`src/rtl/pipeline_acc_ctrl_if.sv`:
```
// pipeline_acc_ctrl_if
// Bundles the operand stream, the adder issue/return path and the result
// port of pipeline_acc_ctrl.
//   I_operand/I_op_rdy/I_op_last/O_op_ack : operand stream with ready/valid
//   O_add_a/O_add_b/O_add_vld/I_add_sum    : pipelined adder issue and return
//   O_result_rdy/O_result                  : one-cycle result pulse and held sum
// Modports: slave = the controller, master = the surrounding environment.
interface pipeline_acc_ctrl_if #(
  parameter int C_IN1 = 12,
  parameter int C_OUT = 13
);
  logic [C_IN1-1:0] I_operand;
  logic             I_op_rdy;
  logic             I_op_last;
  logic             O_op_ack;
  logic [C_OUT-1:0] O_add_a;
  logic [C_OUT-1:0] O_add_b;
  logic             O_add_vld;
  logic [C_OUT-1:0] I_add_sum;
  logic             O_result_rdy;
  logic [C_OUT-1:0] O_result;

  modport slave (
    input  I_operand, I_op_rdy, I_op_last, I_add_sum,
    output O_op_ack, O_add_a, O_add_b, O_add_vld, O_result_rdy, O_result
  );

  modport master (
    output I_operand, I_op_rdy, I_op_last, I_add_sum,
    input  O_op_ack, O_add_a, O_add_b, O_add_vld, O_result_rdy, O_result
  );
endinterface

```
`src/rtl/pipeline_acc_ctrl.sv`:
```
// pipeline_acc_ctrl
// Accumulates an operand stream through an external pipelined adder of
// latency C_ADD_LAT. One partial sum is kept per issue phase so the adder
// can take an operand every cycle; after the last operand the partials are
// folded into a single result.
// Ports:
//   I_clk   : clock
//   I_rst_n : asynchronous active-low reset
//   bus     : pipeline_acc_ctrl_if.slave (operand stream, adder, result)
//
// state    | meaning
// ---------+------------------------------------------
// S_IDLE   | no group open
// S_ACC    | group open, accepting operands
// S_REDUCE | last operand taken, folding partial sums
module pipeline_acc_ctrl #(
  parameter int C_IN1     = 12,
  parameter int C_OUT     = 13,
  parameter int C_ADD_LAT = 2
) (
  input logic             I_clk,
  input logic             I_rst_n,
  pipeline_acc_ctrl_if.slave bus
);
  localparam int C_PH_W = (C_ADD_LAT > 1) ? $clog2(C_ADD_LAT) : 1;

  typedef enum logic [1:0] {S_IDLE, S_ACC, S_REDUCE} state_t;

  state_t               state;
  logic [C_PH_W-1:0]    ph;
  logic [C_ADD_LAT-1:0] vld_sr;
  logic [C_OUT-1:0]     slot [C_ADD_LAT];
  logic [C_ADD_LAT-1:0] slot_vld;
  logic [2:0]           live;
  logic                 op_ack_q;
  logic                 result_rdy_q;
  logic [C_OUT-1:0]     result_q;

  logic              ret;
  logic              accept;
  logic              part_vld;
  logic [C_OUT-1:0]  part;
  logic              oth_vld;
  logic [C_PH_W-1:0] oth_q;
  logic              combine;
  logic              finish;
  logic              issue;
  logic [C_OUT-1:0]  add_a;
  logic [C_OUT-1:0]  add_b;

  always_comb begin
    // the oldest shift-register bit marks a sum returning for the current phase
    ret      = vld_sr[C_ADD_LAT-1];
    accept   = bus.I_op_rdy & op_ack_q;
    part_vld = ret | slot_vld[ph];
    part     = ret ? bus.I_add_sum : slot[ph];
    oth_vld  = 1'b0;
    oth_q    = '0;
    // descending scan so the lowest valid slot other than ph wins
    for (int q = C_ADD_LAT - 1; q >= 0; q--) begin
      if (slot_vld[q] && (C_PH_W'(q) != ph)) begin
        oth_vld = 1'b1;
        oth_q   = C_PH_W'(q);
      end
    end
    combine = (state == S_REDUCE) && part_vld && oth_vld;
    // live counts in-flight plus slotted partials, so a return with live==1
    // is the only partial left
    finish  = (state == S_REDUCE) && ret && (live == 3'd1);
    issue   = accept | combine;
    add_a   = accept ? C_OUT'(bus.I_operand) : part;
    add_b   = accept ? (part_vld ? part : '0) : slot[oth_q];
  end

  // issue is combinational so a sum re-enters the adder in the cycle it returns
  assign bus.O_add_vld    = issue;
  assign bus.O_add_a      = issue ? add_a : '0;
  assign bus.O_add_b      = issue ? add_b : '0;
  assign bus.O_op_ack     = op_ack_q;
  assign bus.O_result_rdy = result_rdy_q;
  assign bus.O_result     = result_q;

  always_ff @(posedge I_clk or negedge I_rst_n) begin
    if (!I_rst_n) begin
      state        <= S_IDLE;
      ph           <= '0;
      vld_sr       <= '0;
      slot_vld     <= '0;
      live         <= '0;
      op_ack_q     <= 1'b1;
      result_rdy_q <= 1'b0;
      result_q     <= '0;
      for (int i = 0; i < C_ADD_LAT; i++) slot[i] <= '0;
    end else begin
      ph           <= (ph == C_PH_W'(C_ADD_LAT - 1)) ? '0 : ph + 1'b1;
      vld_sr       <= C_ADD_LAT'({vld_sr, issue});
      result_rdy_q <= 1'b0;
      case (state)
        S_IDLE, S_ACC: begin
          if (accept) begin
            slot_vld[ph] <= 1'b0;
            if (!part_vld) live <= live + 3'd1;
            if (bus.I_op_last) begin
              state    <= S_REDUCE;
              op_ack_q <= 1'b0;
            end else begin
              state <= S_ACC;
            end
          end else if (ret) begin
            slot[ph]     <= bus.I_add_sum;
            slot_vld[ph] <= 1'b1;
          end
        end
        S_REDUCE: begin
          if (finish) begin
            result_q     <= bus.I_add_sum;
            result_rdy_q <= 1'b1;
            op_ack_q     <= 1'b1;
            slot_vld     <= '0;
            live         <= '0;
            state        <= S_IDLE;
          end else if (combine) begin
            slot_vld[ph]    <= 1'b0;
            slot_vld[oth_q] <= 1'b0;
            live            <= live - 3'd1;
          end else if (ret) begin
            // more partials still exist; park this one until a partner appears
            slot[ph]     <= bus.I_add_sum;
            slot_vld[ph] <= 1'b1;
          end
        end
        default: state <= S_IDLE;
      endcase
    end
  end
endmodule

```
`src/flat_wrapper.sv`:
```
// flat-port wrapper written by rule: the top's interface ports become plain ports
module pipeline_acc_ctrl_flat 
#(
  parameter int C_IN1     = 12,
  parameter int C_OUT     = 13,
  parameter int C_ADD_LAT = 2
)
  (I_clk, I_rst_n, bus_I_operand, bus_I_op_rdy, bus_I_op_last, bus_I_add_sum, bus_O_op_ack, bus_O_add_a, bus_O_add_b, bus_O_add_vld, bus_O_result_rdy, bus_O_result);
  pipeline_acc_ctrl_if #(.C_IN1(C_IN1), .C_OUT(C_OUT)) bus_i ();
  input logic I_clk;
  input logic I_rst_n;
  input wire logic [$bits(bus_i.I_operand)-1:0] bus_I_operand;
  input wire logic [$bits(bus_i.I_op_rdy)-1:0] bus_I_op_rdy;
  input wire logic [$bits(bus_i.I_op_last)-1:0] bus_I_op_last;
  input wire logic [$bits(bus_i.I_add_sum)-1:0] bus_I_add_sum;
  output wire logic [$bits(bus_i.O_op_ack)-1:0] bus_O_op_ack;
  output wire logic [$bits(bus_i.O_add_a)-1:0] bus_O_add_a;
  output wire logic [$bits(bus_i.O_add_b)-1:0] bus_O_add_b;
  output wire logic [$bits(bus_i.O_add_vld)-1:0] bus_O_add_vld;
  output wire logic [$bits(bus_i.O_result_rdy)-1:0] bus_O_result_rdy;
  output wire logic [$bits(bus_i.O_result)-1:0] bus_O_result;
  assign bus_i.I_operand = bus_I_operand;
  assign bus_i.I_op_rdy = bus_I_op_rdy;
  assign bus_i.I_op_last = bus_I_op_last;
  assign bus_i.I_add_sum = bus_I_add_sum;
  assign bus_O_op_ack = bus_i.O_op_ack;
  assign bus_O_add_a = bus_i.O_add_a;
  assign bus_O_add_b = bus_i.O_add_b;
  assign bus_O_add_vld = bus_i.O_add_vld;
  assign bus_O_result_rdy = bus_i.O_result_rdy;
  assign bus_O_result = bus_i.O_result;
  pipeline_acc_ctrl #(.C_IN1(C_IN1), .C_OUT(C_OUT), .C_ADD_LAT(C_ADD_LAT)) u_core (.I_clk(I_clk), .I_rst_n(I_rst_n), .bus(bus_i));
endmodule
```
`config.mk`:
```
export PLATFORM = sky130hd
export DESIGN_NAME = pipeline_acc_ctrl_flat
export DESIGN_NICKNAME = d
export VERILOG_FILES = /design/src/rtl/pipeline_acc_ctrl_if.sv /design/src/rtl/pipeline_acc_ctrl.sv /design/src/flat_wrapper.sv
export SDC_FILE = /design/constraint.sdc
export NUM_CORES = 1
export LEC_CHECK = 0
export CAP_MARGIN = 40
export CORE_UTILIZATION = 55
export CTS_CLUSTER_SIZE = 14
export DETAILED_ROUTE_END_ITERATION = 7
export DONT_BUFFER_PORTS = 1
export PLACE_DENSITY = 0.73
export SYNTH_ARGS = -nofsm -noshare
export SYNTH_HDL_FRONTEND = slang
export SYNTH_SLANG_ARGS = --single-unit
```
`constraint.sdc`:
```
create_clock -name I_clk -period 2.3 [get_ports I_clk]
set_input_delay 0.46 -clock I_clk [delete_from_list [all_inputs] [get_ports I_clk]]
set_output_delay 0.46 -clock I_clk [all_outputs]
set_load 0.01 [all_outputs]
```
==> results by group <==
Layout
  – Fill cell instance count of the final layout: 390
  – Fraction of final layout cells sized beyond drive strength 1: 0.4348
  – Most common cell after layout, fill and taps aside: dfrtp_1
  – N_diodes: 0
  – Most used cells in the layout excluding fill and tap cells: 49 x dfrtp_1, 44 x mux2_2, 28 x buf_4
  – Area growth from synthesis to final layout: 19.27%
  – Number of nets in the layout: 307

Critical path
  – Logic depth of the worst setup path including buffers: 6
  – CP max-delay cell: dfrtp_2
  – Setup crit start kind: register
  – CP Capture Type: primary output
  – WP buf/inv: 2
  – Family of cells with the greatest summed delay on the critical path: flip-flops
  – Critical Path AT: 1.95 ns
  – Cells along the critical path: mux2i_4 > a2bb2oi_2 > buf_4 > or2_4 > o31ai_2 > buf_4
  – Highest net fanout along the worst path: 6
  – Cell mode on critical path: buf_4
  – Crit-path max cell delay: 0.46 ns
  – Worst R2R Path Depth: 6
  – Classification of the worst setup path: reg -> out
  – Worst endpoint required time: 1.84 ns

GRT
  – Overall track demand over capacity in global routing: 0.2608
  – Global-route wire length before repair: 10760 um
  – Number of antenna violations at the first check in global routing: 0
  – Largest net degree at the start of global routing: 52
  – Via count of the first global-routing pass: 2139
  – Remaining global-route overflow: 0

Placement
  – Placement Setup Slack: 0.03329 ns
  – Port buffer count: 0
  – HPWL after DPL: 4445 um
  – Placer's final routability congestion estimate: 0.8595

Synthesis
  – Top_reg_cell synth: dfrtp_1
  – Fraction of post-synthesis cell area in the top cell type by area: 0.4274
  – Net count after synthesis: 282
  – Post-synthesis instance total: 250
  – Count of cell types in the netlist: 37
  – Number of enable flip-flop cells after synthesis: 0
  – Number of warning messages in the yosys log: 0
  – Mapped Area: 2928 um2
  – Library cell occupying the most area in the post-synthesis netlist: dfrtp_1
  – FFs w/ async S/R, synth: 1.000
  – Avg Cell Area, Syn: 11.71 um2
  – Post-synthesis register bit count: 51
  – Sequential element share of the synthesized area: 0.4363
  – Cells taking the most area after synthesis: dfrtp_1 43%, mux2_2 17%, mux2i_1 9.2%, mux2_1 3.8%, and2_1 3.2%

Detailed routing
  – DRC errors left: 0
  – Post-DR vias/cell: 6.095
  – Final WL: 6845 um
  – DR WL/cell: 19.78 um
  – Antenna-violating nets left: 0
  – Detailed-route via count: 2109
  – DRT iter0 DRCs: 131
  – First-pass iteration count of the detailed router: 4

Clock tree
  – Max H-tree Level: 2
  – Clock Sinks: 51
  – Number of clock buffers inserted by TritonCTS: 5
  – TritonCTS clock tree: yes
  – CTS clk-pin slew, worst paths: 0.09 ns
  – Cell at the root of the clock tree: clkbuf_8
  – Clock insertion delay at the later pin of the skew report: 0.30 ns
  – Maximum count of clock buffers along a single path: 2

STA
  – Worst clock skew: 0.005822 ns
  – Setup slack after layout: -0.1118 ns
  – Final number of max-transition violations: 0
  – # setup viols final: 25
  – Setup repair after global routing missed its margin: yes
  – Hold violation count in the final report: 0
  – Slew at the pin closest to its max-slew limit: 0.3448 ns
  – Final hold slack: 0.009090 ns
  – Post-route fraction of the period consumed by the critical path: 1.049
  – Maximum clock rate: 414.6 MHz
  – Relative max-transition margin: 0.7635
  – Min cycle time layout: 2.412 ns

Outcome
  – Violations in the final reports: negative setup slack
  – Run status: finished with violations

Die
  – Floorplan die width: 74.96 um
  – Number of top-level pins: 71
  – Area enclosed by the die boundary: 5619 um2
  – Number of standard-cell rows in the floorplan: 26
  – Area of the core: 5107 um2
  – Die Span Y: 74.96 um
  – Starting Density: 0.5732

Worst hold path
  – Class of the most critical hold timing path: in -> async

Power and ir drop
  – Pwr/cell area: 478.4 nW/um2
  – Worst-case vdd ir drop: 0.0003189 V
  – Leakage power of the design: 0.001553 uW

Flow run
  – Max-cap viol count: 0
-- stage by stage --
stage / total power, uW / instance area (um2) / std cells / TNS, ns / utilization
detailed placement: 1014 / 3157 / 333 / 0 / 0.6181
CTS: 1686 / 3453 / 345 / -1.715 / 0.6761
global route: 1733 / 3492 / 346 / -3.448 / 0.6837
global placement: 1009 / 3149 / 332 / -0.5232 / 0.6166
finish: 1671 / 3492 / 346 / -1.689 / 0.6837
floorplan: 999.0 / 2928 / 250 / 0 / -
-- cells by family (layout without fill, tap and decap cells) --
group | count (synthesis) | after routing | synth area share
fa+ha+maj | 3 | 3 | 0.01282
flops | 51 | 51 | 0.4363
buf+inv | 23 | 48 | 0.04273
mux | 82 | 82 | 0.3077
xor+xnor | 1 | 1 | 0.002992
compound gates | 42 | 42 | 0.1026
simple gates | 48 | 49 | 0.09488
-- area by class of cell --
| cell class | count | area (um2) | area share |
|---|---|---|---|
| Clock buffer | 6 | 82.58 | 0.02365 |
| Clock inverter | 2 | 35.03 | 0.01003 |
| Inverter | 5 | 18.77 | 0.005374 |
| Multi-Input combinational cell | 177 | 1658 | 0.4747 |
| Sequential cell | 51 | 1279 | 0.3662 |
| Tap cell | 70 | 87.58 | 0.02508 |
| Timing Repair Buffer | 35 | 331.6 | 0.09495 |
-- metal layers --
layer	vias up	routed length, um	track usage
li1	954	-	-
met2	70	3288	0.4144
met4	0	99	0.09015
met1	1074	3089	0.3514
met3	11	367	0.06292
met5	-	0	0
-- synth_stat cells (2+ instances only) --
| library cell | count |
|---|---|
| o31ai_1 | 12 |
| and2_1 | 15 |
| mux2_1 | 10 |
| nand2_1 | 16 |
| o22ai_1 | 14 |
| o21ai_1 | 2 |
| a211oi_1 | 3 |
| and3b_1 | 2 |
| clkbuf_1 | 5 |
| mux2_2 | 44 |
| mux2i_1 | 27 |
| ha_1 | 3 |
| a31oi_1 | 2 |
| nor2b_1 | 2 |
| buf_2 | 7 |
| buf_6 | 2 |
| nor2_1 | 5 |
| dfrtp_1 | 50 |
| o21ai_0 | 2 |
| inv_1 | 4 |
| a2bb2oi_1 | 2 |
| nand2b_1 | 3 |
| buf_4 | 4 |
-- worst paths after layout --
| kind | slack (ns) | end | start |
|---|---|---|---|
| min reg2reg | 0.38 | u_core.vld_sr[1] | u_core.vld_sr[0] |
| max reg2reg | 0.34 | u_core.slot[0] | u_core.live[0] |
| min in group I_clk | 0.24 | u_core.state[0] | bus_I_op_last |
| min | 0.009 | u_core.bus.O_result[0] | I_rst_n |
| max | -0.11 | bus_O_add_a[2] | u_core.ph |
| max in group asynchronous | 2.01 | u_core.bus.O_op_ack | I_rst_n |
-- registers in the layout, indices dropped and copies added, names as in the netlist --
register	count
u_core.state	2
u_core.ph	1
u_core.vld_sr	2
u_core.bus.O_result_rdy	1
u_core.slot_vld	2
u_core.bus.O_result	13
u_core.bus.O_op_ack	1
u_core.live	3
u_core.slot	26
-- report_power, final --
part	leakage [uW]	total [uW]	switching [uW]	internal, uW
Sequential	0.000628	936	17.0	919
Combinational	0.000864	85.8	43.0	42.8
Clock	0.0000612	649	296	353
-- repair_timing --
item,CTS,global route
setup buffers,1,1
endpoints found under the setup margin,26,27
endpoints found under the hold margin,51,0
pin swaps,15,3
hold buffers,1,0
gates resized for setup,25,9
cloned,2,0
-- worst reg2reg max path: stages (launching register included) --
cell and delay [ns]:
dfrtp_1 0.43, ha_1 0.24, nand2b_1 0.21, nand3b_4 0.13, a211oi_4 0.22, buf_4 0.27, mux2_1 0.36
Note: power is estimated with default switching activity, not from simulation.
